**src/rtl/n_bit_updown_count_prog_if.sv**
```systemverilog
// Control and status bundle for the programmable up/down counter.
// The master drives range/step/mode controls; the slave returns count state.
interface n_bit_updown_count_prog_if #(
   parameter int WIDTH  = 8,
   parameter int STEP_W = 4
);
   logic              en;
   logic              load;
   logic [WIDTH-1:0]  load_val;
   logic              up_down;
   logic [1:0]        mode;
   logic [WIDTH-1:0]  limit;
   logic [STEP_W-1:0] step;
   logic [WIDTH-1:0]  count;
   logic              dir;
   logic              tc;
   logic              evt;
   logic              done;

   modport master (
      output en, load, load_val, up_down,
      output mode, limit, step,
      input  count, dir, tc, evt, done
   );

   modport slave (
      input  en, load, load_val, up_down,
      input  mode, limit, step,
      output count, dir, tc, evt, done
   );
endinterface

```
**src/rtl/n_bit_updown_count_prog.sv**
```systemverilog
// Programmable up/down counter: runtime limit and step, parallel load,
// wrap / saturate / ping-pong / one-shot end-of-range handling.
module n_bit_updown_count_prog #(
   parameter int WIDTH  = 8,
   parameter int STEP_W = 4
) (
   input  logic                      clk,
   input  logic                      reset,
   n_bit_updown_count_prog_if.slave  cnt_if
);
   localparam logic [1:0] M_WRAP = 2'b00;
   localparam logic [1:0] M_SAT  = 2'b01;
   localparam logic [1:0] M_PP   = 2'b10;
   localparam logic [1:0] M_ONE  = 2'b11;

   logic [WIDTH-1:0] count_q, count_d;
   logic             dir_q, dir_d;
   logic             evt_q, evt_d;
   logic             done_q, done_d;

   logic [WIDTH:0]   cnt_x, lim_x, stp_x;
   logic [WIDTH:0]   sum_x, dif_x;
   logic             eff_up;
   logic             hit;
   logic [WIDTH-1:0] clamp_v;

   assign cnt_x = {1'b0, count_q};
   assign lim_x = {1'b0, cnt_if.limit};
   assign stp_x = (WIDTH + 1)'(cnt_if.step);
   assign sum_x = cnt_x + stp_x;
   assign dif_x = cnt_x - stp_x;

   // ping-pong keeps its own direction; other modes follow up_down live
   assign eff_up  = (cnt_if.mode == M_PP) ? dir_q : cnt_if.up_down;
   assign hit     = eff_up ? (sum_x > lim_x) : (stp_x > cnt_x);
   assign clamp_v = eff_up ? cnt_if.limit : '0;

   always_comb begin
      count_d = count_q;
      dir_d   = (cnt_if.mode == M_PP) ? dir_q : cnt_if.up_down;
      evt_d   = 1'b0;
      done_d  = done_q;
      if (cnt_if.load) begin
         count_d = (cnt_if.load_val > cnt_if.limit) ?
                   cnt_if.limit : cnt_if.load_val;
         dir_d   = cnt_if.up_down;
         done_d  = 1'b0;
      end else if (!cnt_if.en || done_q) begin
         count_d = count_q;
      end else if (count_q > cnt_if.limit) begin
         count_d = cnt_if.limit;
         evt_d   = 1'b1;
      end else if (cnt_if.step == '0) begin
         count_d = count_q;
      end else if (!hit) begin
         count_d = eff_up ? sum_x[WIDTH-1:0] : dif_x[WIDTH-1:0];
      end else begin
         evt_d = 1'b1;
         unique case (cnt_if.mode)
            M_WRAP: count_d = eff_up ? '0 : cnt_if.limit;
            M_SAT:  count_d = clamp_v;
            M_PP: begin
               count_d = clamp_v;
               dir_d   = ~dir_q;
            end
            M_ONE: begin
               count_d = clamp_v;
               done_d  = 1'b1;
            end
            default: count_d = clamp_v;
         endcase
      end
   end

   always_ff @(posedge clk) begin
      if (reset) begin
         count_q <= '0;
         dir_q   <= 1'b1;
         evt_q   <= 1'b0;
         done_q  <= 1'b0;
      end else begin
         count_q <= count_d;
         dir_q   <= dir_d;
         evt_q   <= evt_d;
         done_q  <= done_d;
      end
   end

   assign cnt_if.count = count_q;
   assign cnt_if.dir   = dir_q;
   assign cnt_if.evt   = evt_q;
   assign cnt_if.done  = done_q;
   assign cnt_if.tc    = cnt_if.en & ~done_q &
                         (count_q == (dir_q ? cnt_if.limit : '0));
endmodule

```
**src/flat_wrapper.sv**
```systemverilog
// flat-port wrapper written by rule: the top's interface ports become plain ports
module n_bit_updown_count_prog_flat 
#(
   parameter int WIDTH  = 8,
   parameter int STEP_W = 4
)
  (clk, reset, cnt_if_en, cnt_if_load, cnt_if_load_val, cnt_if_up_down, cnt_if_mode, cnt_if_limit, cnt_if_step, cnt_if_count, cnt_if_dir, cnt_if_tc, cnt_if_evt, cnt_if_done);
  n_bit_updown_count_prog_if #(.WIDTH(WIDTH), .STEP_W(STEP_W)) cnt_if_i ();
  input  logic clk;
  input  logic reset;
  input wire logic [$bits(cnt_if_i.en)-1:0] cnt_if_en;
  input wire logic [$bits(cnt_if_i.load)-1:0] cnt_if_load;
  input wire logic [$bits(cnt_if_i.load_val)-1:0] cnt_if_load_val;
  input wire logic [$bits(cnt_if_i.up_down)-1:0] cnt_if_up_down;
  input wire logic [$bits(cnt_if_i.mode)-1:0] cnt_if_mode;
  input wire logic [$bits(cnt_if_i.limit)-1:0] cnt_if_limit;
  input wire logic [$bits(cnt_if_i.step)-1:0] cnt_if_step;
  output wire logic [$bits(cnt_if_i.count)-1:0] cnt_if_count;
  output wire logic [$bits(cnt_if_i.dir)-1:0] cnt_if_dir;
  output wire logic [$bits(cnt_if_i.tc)-1:0] cnt_if_tc;
  output wire logic [$bits(cnt_if_i.evt)-1:0] cnt_if_evt;
  output wire logic [$bits(cnt_if_i.done)-1:0] cnt_if_done;
  assign cnt_if_i.en = cnt_if_en;
  assign cnt_if_i.load = cnt_if_load;
  assign cnt_if_i.load_val = cnt_if_load_val;
  assign cnt_if_i.up_down = cnt_if_up_down;
  assign cnt_if_i.mode = cnt_if_mode;
  assign cnt_if_i.limit = cnt_if_limit;
  assign cnt_if_i.step = cnt_if_step;
  assign cnt_if_count = cnt_if_i.count;
  assign cnt_if_dir = cnt_if_i.dir;
  assign cnt_if_tc = cnt_if_i.tc;
  assign cnt_if_evt = cnt_if_i.evt;
  assign cnt_if_done = cnt_if_i.done;
  n_bit_updown_count_prog #(.WIDTH(WIDTH), .STEP_W(STEP_W)) u_core (.clk(clk), .reset(reset), .cnt_if(cnt_if_i));
endmodule
```
**config.mk**
```make
export PLATFORM = sky130hd
export DESIGN_NAME = n_bit_updown_count_prog_flat
export DESIGN_NICKNAME = d
export VERILOG_FILES = /design/src/rtl/n_bit_updown_count_prog_if.sv /design/src/rtl/n_bit_updown_count_prog.sv /design/src/flat_wrapper.sv
export SDC_FILE = /design/constraint.sdc
export NUM_CORES = 1
export LEC_CHECK = 0
export ABC_CLOCK_PERIOD_IN_PS = 4300
export BUFFER_PORTS_ARGS = -buffer_cell sky130_fd_sc_hd__buf_2
export CORE_MARGIN = 3
export CORE_UTILIZATION = 42
export CTS_BUF_LIST = sky130_fd_sc_hd__clkbuf_8
export DETAILED_ROUTE_END_ITERATION = 8
export GPL_TIMING_DRIVEN = 0
export PLACE_DENSITY = 0.61
export REMOVE_ABC_BUFFERS = 1
export SLEW_MARGIN = 25
export SYNTH_ARGS = -nofsm -noshare
export SYNTH_HDL_FRONTEND = slang
export SYNTH_SLANG_ARGS = --single-unit
```
**constraint.sdc**
```tcl
create_clock -name clk -period 4.3 [get_ports clk]
set_input_delay 0 -clock clk [delete_from_list [all_inputs] [get_ports clk]]
set_output_delay 0 -clock clk [all_outputs]
set_load 0.01 [all_outputs]
```
# Word-level counts from Yosys, hierarchy flattened
# Cells that the tools add are included.
# totals
wordCells	54
reg_bits	11
memories	0
inputBits	27
ram_bits	0
latch_bits	0
out_inout_bits	12
rom_bits	0
# classes
order_cmp	4
add_sub_neg	2
multipliers	0
n_reduce_logical	9
div_mod_pow	0
n_eq_ne	6
shift	0
bitwise_logic	7
mux	22
# ops
op	n
$mux W8	10
$gt A8 B8 Y1	2
$pmux W8 S2	1
$mux W1	11
$add A8 B4 Y9	1
$gt A9 B8 Y1	1
$eq A8 B8 Y1	1
$gt A4 B8 Y1	1
$sub A8 B4 Y8	1
$reduce_or A3 Y1	2
$not A1 Y1	5
$reduce_and A5 Y1	1
$eq A2 B2 Y1 const B	2
$logic_not A4 Y1	1
$ne A3 B2 Y1 const B	1
$and A1 B1 Y1	2
$eq A2 B1 Y1 const B	1
$logic_not A2 Y1	1
$ne A2 B2 Y1 const B	1
$reduce_and A2 Y1	1
$reduce_or A2 Y1	1
$logic_not A1 Y1	1
$logic_or A1 B1 Y1	1

# Longest topological paths before layout
# Gate-level depths: netlist of the first run.
# depth
depth_word	9
depth_mapped	15
ltp_nobuf	14

# Least setup slack after synthesis of the first run
# No wires, ideal clock.
# synth_path
path_kind	flip-flop to flip-flop
start	register u_core.count_q[2], in the netlist u_core.cnt_if.count[2]
end	register u_core.count_q[5], in the netlist u_core.cnt_if.count[5]
arrival_time_ns	3.331
n_path_buf	1
required_time_ns	4.212
setup_time_ns	0.088
period_less_slack_ns	3.419
setup_slack_ns	0.881
path_stages_with_launch	15
cell_sequence	dfxtp_1 -> ha_1 -> buf_4 -> nor3b_2 -> o31ai_1 -> a21oi_1 -> nand3_1 -> xnor2_1 -> ha_1 -> nand4_1 -> or2_2 -> o211ai_1 -> a21oi_2 -> or4b_1 -> a311oi_2
# synth_via
elab_chain_len	8
elab_cells_between_ends	14
cone_classes	add/sub: 2; order compare: 3; eq/ne: 1; mux: 7; reduce/logical: 1
# synth_lines
item	line	rtl
start: declaration	n_bit_updown_count_prog.sv:16	logic [WIDTH-1:0] count_q, count_d;
start signal: assignment	n_bit_updown_count_prog.sv:82	count_q <= count_d;
$add A8 B4 Y9	n_bit_updown_count_prog.sv:30	assign sum_x = cnt_x + stp_x;
$gt A9 B8 Y1	n_bit_updown_count_prog.sv:35	assign hit = eff_up ? (sum_x > lim_x) : (stp_x > cnt_x);
$mux W1	n_bit_updown_count_prog.sv:35	
$mux W8	n_bit_updown_count_prog.sv:55	end else if (!hit) begin
$mux W8	n_bit_updown_count_prog.sv:53	end else if (cnt_if.step == '0) begin
$mux W8	n_bit_updown_count_prog.sv:50	end else if (count_q > cnt_if.limit) begin
$mux W8	n_bit_updown_count_prog.sv:48	end else if (!cnt_if.en || done_q) begin
$mux W8	n_bit_updown_count_prog.sv:43	if (cnt_if.load) begin
# Parallel ways exist; a longest one is shown, timed or not. The select of a mux whose other input is x is not followed.
# A chain may end at the register's enable or synchronous reset.

# Worst setup path in the final report of the first run
# layout_path
start	register u_core.count_q[0], in the netlist u_core.cnt_if.count[0]
end	register u_core.count_q[5], in the netlist u_core.cnt_if.count[5]
# Same word-level chain as after synthesis.

==> summary.txt, run 1 <==
Status: completed
WHS: 0.0658 ns
Global Route Usage Sum: 0.215
ANT nets after route: 0
Die Wd: 76.1 µm
Detailed Place HPWL: 5060 µm
Finish-stage setup viols: 0
Primary FF master, synth: dfxtp_1
Drt wl/cell: 17.1 µm
Syn avg cell area: 7.70 µm²
Number of fill cells: 459
Pin count of the biggest net entering global routing: 17
Clock slew at reported path FFs: 0.05 ns
Die area: 0.00579 mm²
HP Class: input pin to flip-flop
DR WL met2: 2770 µm
CP max FO: 6
CTS tree: built
Synth cell types: 57
Layout cells sized above 1: 0.184
Cts bufs inserted: 3
Number of synthesized flops with an enable pin: 0
Root Buffer: clkbuf_8
RSZ-0062 raised after global routing: no
Num ports: 39
Area of the multi-input gates: 0.00174 mm²
Initial Util: 0.455
Vias: 2226
Total global routing overflow: 0
Max-cap violations: 0
ANT cells: 0
Post-synthesis to final-layout area growth: 14.6%
FF/Latch Area: 220 µm²
Hold Vio Cnt, Final: 0
Flops & latches, synth: 11
Row count: 24
Final wirelength: 6300 µm
Routability cong.: 0.828
Post-synth ARST share: 0
Leak pwr: 1.06 nW
Routed met1 length: 3010 µm
Synth Warn #: 0
Cell count after placement: 363
Rel. slew slack: 0.510
Max Slew Vio Count: 0
Synthesized area: 0.00206 mm²
Fin util: 0.522
Drt first-iter violations: 198
Clock sinks: 11
Final period utilization: 0.956
Total Nets Final: 366
Fmax: 0.243 GHz
Seq/Total Area, Yosys: 0.107
Syn Inst Count: 268
Clk_skew: 0.00169 ns
Initial antenna violation count: 0
CORE AREA: 0.00453 mm²
H-tree depth: 1
Worst-Skew Late Latency: 0.24 ns
Slew @ Worst Pin: 0.731 ns
Die H: 76.1 µm
DR pass1 iterations: 4
Drt drc: 0
Worst EP required: 4.46 ns
Critical path startpoint category: flip-flop
Post-Layout Cell Count: 369
Vias per cell: 6.03
Met3 WL: 393 µm
VDD IR-drop max: 115 µV
Worst Setup Path Type: flip-flop to flip-flop
Max Used Layer: met4
CP arrival: 4.27 ns
Clock Path Buffers: 2
PD cells: 264 mW/mm²
IO Port Bufs: 38
Vias in the first global route: 2011
Tmin final: 4.11 ns
Crit. End Element: flip-flop
Setup TNS: 0 ns
Global-route wire length before repair: 10200 µm
==> power by group <==
part	internal, mW	switching (mW)	total, mW
Clock	0.0628	0.0405	0.103
Combinational	0.155	0.214	0.369
Sequential	0.114	0.0377	0.151
Total	0.332	0.292	0.624
==> cell usage in the layout (no fill, tap or decap), types with 2 or more instances in the layout <==
cell	instances
a211oi_1	2
a211oi_2	2
a21o_1	2
a21oi_1	14
a21oi_2	2
a22oi_1	2
a311oi_1	6
buf_2	38
clkbuf_8	3
dfxtp_1	11
fa_1	2
ha_1	32
inv_1	20
mux2i_1	4
nand2_1	19
nand2b_1	11
nand3_1	10
nand4_1	7
nor2_1	19
nor2b_1	6
nor3_1	8
nor4_1	3
o211ai_1	5
o21a_1	5
o21ai_0	15
o221ai_1	8
o31ai_1	5
or2_2	2
or3_1	2
or4_1	2
or4b_1	2
xnor2_1	9
xor2_1	2
==> flip-flops by register name, indices dropped and copies added (netlist names) <==
name,count
u_core.cnt_if.count,8
u_core.cnt_if.evt,1
u_core.cnt_if.done,1
u_core.cnt_if.dir,1
==> critical path: stages (launching register included) <==
cell      delay [ns]
dfxtp_1         0.37
ha_1            0.25
fa_1            0.44
nor2b_1         0.18
o311ai_2        0.43
xnor2_1         0.19
ha_1            0.28
a22oi_1         0.18
o211ai_1        0.12
o211ai_1        0.52
a21oi_2         0.21
or4b_1          0.61
a311oi_2        0.25
==> layer usage <==
layer	up-vias	global-route usage
met5	-	0
met4	0	0.0688
met3	12	0.0248
met2	81	0.327
met1	1040	0.313
li1	1093	-
==> logic make-up (layout without fill, tap and decap cells) <==
family,count (synthesis),after routing,share of synthesized area
xor+xnor,11,11,0.0467
flops,11,11,0.107
compound gates,82,82,0.298
fa+ha+maj,34,34,0.213
simple gates,97,97,0.250
buf+inv,27,63,0.0521
mux,6,6,0.0333
==> cells in the mapped netlist (5+ instances only) <==
| cell type | n | share of area |
|---|---|---|
| o21ai_0 | 15 | 0.036 |
| nor2b_1 | 6 | 0.018 |
| dfxtp_1 | 11 | 0.11 |
| xnor2_1 | 9 | 0.038 |
| nand2b_1 | 11 | 0.033 |
| o31ai_1 | 5 | 0.018 |
| nor3_1 | 8 | 0.019 |
| ha_1 | 32 | 0.19 |
| nand4_1 | 7 | 0.021 |
| o211ai_1 | 5 | 0.018 |
| a21oi_1 | 15 | 0.036 |
| nand2_1 | 19 | 0.035 |
| nand3_1 | 10 | 0.024 |
| inv_1 | 19 | 0.035 |
| o221ai_1 | 8 | 0.034 |
| o21a_1 | 5 | 0.018 |
| a311oi_1 | 6 | 0.025 |
| nor2_1 | 19 | 0.035 |
==> path summary, 6_finish.rpt <==
kind,cells past startpoint,end,slack (ns),start
setup reg to reg,12,u_core.cnt_if.count[5],0.19,u_core.cnt_if.count[0]
hold reg to reg,2,u_core.cnt_if.count[0],0.58,u_core.cnt_if.count[0]
setup / recovery,12,u_core.cnt_if.count[5],0.19,u_core.cnt_if.count[0]
hold / removal,3,u_core.cnt_if.dir,0.07,cnt_if_up_down
==> timing repair <==
| action | 4_1_cts | 5_1_grt |
|---|---|---|
| gates resized for setup | 0 | 1 |
| endpoints found under the setup margin | 0 | 1 |
| hold buffers | 1 | 0 |
| setup buffers | 0 | 1 |
| hold endpoints to repair | 2 | 0 |
==> layout make-up <==
| cell class | count | share of cell area |
|---|---|---|
| clock inverter | 1 | 0.00159 |
| clock buffer | 3 | 0.0175 |
| timing repair buffer | 40 | 0.0878 |
| inverter | 19 | 0.0301 |
| tap | 65 | 0.0344 |
| sequential | 11 | 0.0931 |
| multi-input combinational | 230 | 0.736 |
==> per-stage QoR <==
stage,setup slack (ns),area [µm²],power [mW]
4_1_cts,0.233,2350,0.615
3_5_place_dp,0.271,2300,0.511
3_3_place_gp,0.241,2300,0.509
5_1_grt,0.0540,2370,0.678
6_report,0.190,2370,0.624
2_1_floorplan,0.881,2030,0.398
Note: power is estimated with default switching activity, not from simulation.
==> run 2: changes to the inputs <==
Settings changed: CAP_MARGIN set to 30, GPL_TIMING_DRIVEN 0 to 1, TNS_END_PERCENT set to 100.
==> run 2 against run 1 <==
  * Critical path depth unchanged
  * Count of clock-buffer cells in the layout unchanged
  * Combinational power grew 4%
  * Final cell count grew 0.27%
==> summary.txt, run 2 (synthesis results as in run 1) <==
Status: completed
CP max FO: 6 (unchanged)
Root Buffer: clkbuf_8
WHS: 0.0646 ns (-0.00121 ns)
Post-synthesis to final-layout area growth: 14.8%
Worst-Skew Late Latency: 0.24 ns (about the same)
Clk_skew: 0.00117 ns (-0.000520 ns)
Routability cong.: 0.930 (+12%)
M2 GR Usage: 0.371 (+0.0443)
GR peak layer: met2
ANT nets after route: 0 (unchanged)
H-tree depth: 1 (unchanged)
Internal power: 0.333 mW (+0.35%)
IO Port Bufs: 38 (unchanged)
Final period utilization: 0.870 (-0.0854)
Pin count of the biggest net entering global routing: 17 (unchanged)
Clock sinks: 11 (unchanged)
Setup TNS: 0 ns (unchanged)
Area of the multi-input gates: 0.00174 mm² (-0.22%)
Total Nets Final: 367 (+0.27%)
Fin util: 0.523 (+0.000828)
Die Wd: 76.1 µm (unchanged)
Number of fill cells: 474 (+3.3%)
VDD IR-drop max: 108 µV (-5.8%)
CTS tree: built
Hold Vio Cnt, Final: 0 (unchanged)
Initial Util: 0.455 (unchanged)
Net Switching: 0.301 mW (+3.2%)
Row count: 24 (unchanged)
Met3 GRT Util: 0.0556 (+0.0307)
Leak pwr: 1.07 nW (+0.55%)
ANT cells: 0 (unchanged)
Tmin final: 3.74 ns (-0.367 ns)
CORE AREA: 0.00453 mm² (unchanged)
Detailed Place HPWL: 5470 µm (+8.0%)
Die area: 0.00579 mm² (unchanged)
Largest register FFs: 8 (unchanged)
Crit. End Element: flip-flop
Vias: 2211 (-0.67%)
RSZ-0062 raised after global routing: no
PD cells: 268 mW/mm² (+1.5%)
Vias per cell: 5.98 (-0.94%)
Final wirelength: 6760 µm (+7.3%)
Commonest non-fill, non-tap cell in the layout: buf_2
Initial antenna violation count: 0 (unchanged)
Cts bufs inserted: 3 (unchanged)
Max Slew Vio Count: 0 (unchanged)
HP Class: input pin to flip-flop
Post-cts sizing count: 0 (unchanged)
Worst Setup Path Type: flip-flop to flip-flop
Worst EP required: 4.46 ns (about the same)
Most frequent cells in the layout: 38 x buf_2, 32 x ha_1, 20 x inv_1
Post-CTS Hold Buffers: 1 (unchanged)
Vias in the first global route: 2136 (+6.2%)
Global Route Usage Sum: 0.235 (+0.0206)
Total global routing overflow: 0 (unchanged)
Fmax: 0.267 GHz (+9.8%)
Drt wl/cell: 18.3 µm (+7.0%)
Clock slew at reported path FFs: 0.06 ns (about the same)
GR Layer Usage met1: 0.309 (-0.00406)
Clock Path Buffers: 2 (unchanged)
Combinational fraction of design power: 0.605 (+0.013)
FF/Latch Area: 220 µm² (unchanged)
Setup Fix Bufs, Post-CTS: 0 (unchanged)
Num ports: 39 (unchanged)
Critical path startpoint category: flip-flop
Switching Fraction: 0.475 (+0.00694)
CP arrival: 3.90 ns (-0.37 ns)
Drt first-iter violations: 227 (+15%)
Flop pwr share: 0.224 (-0.019)
Layout cells sized above 1: 0.184 (-0.000604)
Rel. slew slack: 0.426 (-0.0841)
Slew @ Worst Pin: 0.857 ns (+0.126 ns)
Finish-stage setup viols: 0 (unchanged)
Global-route wire length before repair: 11000 µm (+7.8%)
Die H: 76.1 µm (unchanged)
DR pass1 iterations: 4 (unchanged)
Max-cap violations: 0 (unchanged)
Drt drc: 0 (unchanged)
Clock network power share: 0.171 (+0.005)
-- run 2: changes by cell type in the layout (fill, tap and decap cells not counted), sizes merged --
cell / previous run / this run
buf: 39 / 40
-- run 2: through the flow --
step / instances / power (mW) / instance area (µm²) / setup slack [ns]
finish: 370 / 0.634 / 2370 / 0.557
global placement: 365 / 0.522 / 2310 / 0.731
detailed placement: 365 / 0.520 / 2310 / 0.584
global route: 370 / 0.684 / 2370 / 0.273
CTS: 370 / 0.629 / 2370 / 0.564
floorplan: 260 / 0.398 / 2030 / 0.881
-- run 2: area by class of cell --
| class | count | share of cell area |
|---|---|---|
| Clock buffer | 3 | 0.0174 |
| Timing Repair Buffer | 41 | 0.0908 |
| Tap cell | 65 | 0.0343 |
| Multi-Input combinational cell | 230 | 0.733 |
| Clock inverter | 1 | 0.00158 |
| Sequential cell | 11 | 0.0929 |
| Inverter | 19 | 0.0301 |
-- run 2: power by group through the flow --
stage,Clock [mW],Sequential [mW],Combinational [mW]
2_1_floorplan,0,0.144,0.254
6_report,0.108,0.142,0.384
5_1_grt,0.113,0.144,0.427
4_1_cts,0.108,0.142,0.380
3_5_place_dp,0,0.144,0.377
3_3_place_gp,0,0.144,0.378
-- run 2: final timing paths --
check                               from                     end  slack [ns]  cells past startpoint
setup / recovery  u_core.cnt_if.count[0]  u_core.cnt_if.count[5]        0.56                     12
hold / removal            cnt_if_up_down       u_core.cnt_if.dir        0.06                      3
setup reg to reg  u_core.cnt_if.count[0]  u_core.cnt_if.count[5]        0.56                     12
hold reg to reg   u_core.cnt_if.count[0]  u_core.cnt_if.count[0]        0.56                      2
-- run 2: worst max-delay path, cell delays in order, from the launching register on --
cell and delay (ns):
dfxtp_1 0.35, ha_1 0.24, fa_1 0.42, nor2b_1 0.18
o311ai_2 0.37, xnor2_1 0.18, ha_1 0.28, a22oi_1 0.19
o211ai_1 0.11, o211ai_1 0.35, a21oi_2 0.16, or4b_1 0.55
a311oi_2 0.26
-- run 2: metal layers --
metal  routed length (µm)  share of wire
met1                 2910           0.43
met2                 3110           0.46
met3                  515          0.076
met4                  221          0.033
met5                    0              0
==> run 3: changes to the inputs <==
Settings changed: CELL_PAD_IN_SITES_DETAIL_PLACEMENT set to 0, CELL_PAD_IN_SITES_GLOBAL_PLACEMENT set to 1, PLACE_DENSITY 0.61 to 0.8.
==> run 3 against run 2 <==
  * Die area did not move
  * Global-route usage increased by 0.17 points
  * Count of clock-buffer cells in the layout stayed put
  * Non-clock buffer count is the same
  * Total power down 0.39%
  * Critical endpoint unchanged
  * Largest power group unchanged
==> summary.txt, run 3 (synthesis results as in run 1) <==
Post-cts sizing count: 0 (unchanged)
Status: completed
Vias per cell: 5.96 (-0.23%)
DR pass1 iterations: 5 (+1)
Area of the multi-input gates: 0.00174 mm² (unchanged)
Critical path's largest stage delay: 0.54 ns (about the same)
WP buf/inv: 0 (unchanged)
ANT cells: 0 (unchanged)
Most frequent cells in the layout: 38 x buf_2, 32 x ha_1, 20 x inv_1
Die H: 76.1 µm (unchanged)
Initial Util: 0.455 (unchanged)
Critical path startpoint category: flip-flop
Crit path cell chain: ha_1 -> nor3b_2 -> o31ai_1 -> a21oi_1 -> nand3_1 -> xnor2_1 -> ha_1 -> nand4_1 -> or2_2 -> o211ai_1 -> a21oi_2 -> or4b_1 -> a311oi_2
Worst Setup Path Type: flip-flop to flip-flop
Die area: 0.00579 mm² (unchanged)
Routability cong.: 0.987 (+6.1%)
RSZ-0062 raised after global routing: no
Internal power: 0.333 mW (+0.11%)
Flop pwr share: 0.225 (about the same)
Setup TNS: 0 ns (unchanged)
Rel. slew slack: 0.443 (+0.0165)
Final instance area: 0.00237 mm² (unchanged)
CP arrival: 3.83 ns (-0.07 ns)
Largest register FFs: 8 (unchanged)
Combinational fraction of design power: 0.607 (+0.002)
Layout cells sized above 1: 0.184 (unchanged)
Worst EP required: 4.45 ns (about the same)
H-tree depth: 1 (unchanged)
FF/Latch Area: 220 µm² (unchanged)
IO Port Bufs: 38 (unchanged)
CP max FO: 7 (+1)
Clock network power share: 0.167 (-0.004)
Clk_skew: 0.00642 ns (+0.00526 ns)
Top Family by Delay on Critical Path: simple AND/OR/NAND/NOR gates
Num ports: 39 (unchanged)
Tmin final: 3.68 ns (-0.0661 ns)
Detailed Place HPWL: 5600 µm (+2.4%)
Clock sinks: 11 (unchanged)
Slew @ Worst Pin: 0.832 ns (-0.0247 ns)
Max Slew Vio Count: 0 (unchanged)
Number of fill cells: 481 (+1.5%)
Initial antenna violation count: 0 (unchanged)
Drt drc: 0 (unchanged)
Pin count of the biggest net entering global routing: 17 (unchanged)
Clock slew at reported path FFs: 0.06 ns (about the same)
Row count: 24 (unchanged)
Finish-stage setup viols: 0 (unchanged)
Clock Path Buffers: 2 (unchanged)
Root Buffer: clkbuf_8
ANT nets after route: 0 (unchanged)
Setup Fix Bufs, Post-CTS: 0 (unchanged)
Crit. End Element: flip-flop
PD cells: 267 mW/mm² (-0.39%)
CTS tree: built
Final wirelength: 6820 µm (+0.87%)
Cts bufs inserted: 3 (unchanged)
Net Switching: 0.299 mW (-0.94%)
Hold Vio Cnt, Final: 0 (unchanged)
Worst-Skew Late Latency: 0.24 ns (about the same)
Leak pwr: 1.07 nW (unchanged)
Switching Fraction: 0.472 (-0.00263)
Drt first-iter violations: 179 (-21%)
DP Area: 0.00231 mm² (unchanged)
Commonest non-fill, non-tap cell in the layout: buf_2
Fin util: 0.523 (unchanged)
Fmax: 0.272 GHz (+1.8%)
Drt wl/cell: 18.4 µm (+0.87%)
Global Route Usage Sum: 0.237 (+0.00168)
Final period utilization: 0.855 (-0.0154)
Total Power: 0.632 mW (-0.39%)
Total global routing overflow: 0 (unchanged)
VDD IR-drop max: 105 µV (-2.4%)
Post-synthesis to final-layout area growth: 14.8% (unchanged)
Crit-path most repeated cell: ha_1
Die Wd: 76.1 µm (unchanged)
Total Nets Final: 367 (unchanged)
Global-route wire length before repair: 11000 µm (-0.63%)
Max-cap violations: 0 (unchanged)
CORE AREA: 0.00453 mm² (unchanged)
Vias in the first global route: 2155 (+0.89%)
HP Class: input pin to flip-flop
Max stage delay cell, worst path: or4b_1
Vias: 2206 (-0.23%)
run 3: cell counts in the layout (fill, tap and decap cells not counted):
No cell type changed its count.
run 3: power groups by stage:
stage          Clock, mW  Combinational [mW]  Sequential [mW]
2_1_floorplan          0               0.254            0.144
3_3_place_gp           0               0.378            0.144
3_5_place_dp           0               0.380            0.144
4_1_cts            0.107               0.382            0.142
5_1_grt            0.112               0.427            0.145
6_report           0.106               0.384            0.142
run 3: per-layer routing:
| layer | wire [µm] | GRT usage | share of wire |
|---|---|---|---|
| met1 | 3100 | 0.327 | 0.46 |
| met2 | 3240 | 0.401 | 0.48 |
| met3 | 442 | 0.0272 | 0.065 |
| met4 | 27 | 0.0417 | 0.0040 |
| met5 | 0 | 0 | 0 |
run 3: path summary, 6_finish.rpt:
path / slack (ns) / depth (start not counted) / startpoint / to
worst min register to register: 0.56 / 2 / u_core.cnt_if.count[0] / u_core.cnt_if.count[0]
worst min-delay path: 0.07 / 3 / cnt_if_up_down / u_core.cnt_if.dir
worst max-delay path: 0.62 / 13 / u_core.cnt_if.count[2] / u_core.cnt_if.count[5]
worst max register to register: 0.62 / 13 / u_core.cnt_if.count[2] / u_core.cnt_if.count[5]
run 3: per-stage QoR:
step | cells | setup WS [ns] | hold slack (ns)
after floorplan | 260 | 0.881 | 0.0768
after global placement | 365 | 0.752 | 0.217
after detailed placement | 365 | 0.657 | 0.219
after CTS | 370 | 0.634 | 0.0683
after global routing | 370 | 0.439 | 0.0956
final | 370 | 0.623 | 0.0731
run 3: tightest hold or removal path, stage by stage:
cell,delay [ns]
buf_2,0.15
a21oi_1,0.08
o31ai_1,0.05
run 3: layout make-up:
cell class / count / area share
multi-input cells: 230 / 0.733
flip-flops and latches: 11 / 0.0929
repair buffers: 41 / 0.0908
well taps: 65 / 0.0343
inverters: 19 / 0.0301
clock buffers: 3 / 0.0174
clock inverters: 1 / 0.00158
run 3: what timing repair did:
| item | CTS | global route |
|---|---|---|
| endpoints found under the setup margin | 0 | 0 |
| hold endpoints to repair | 3 | 0 |
| hold buffers | 1 | 0 |
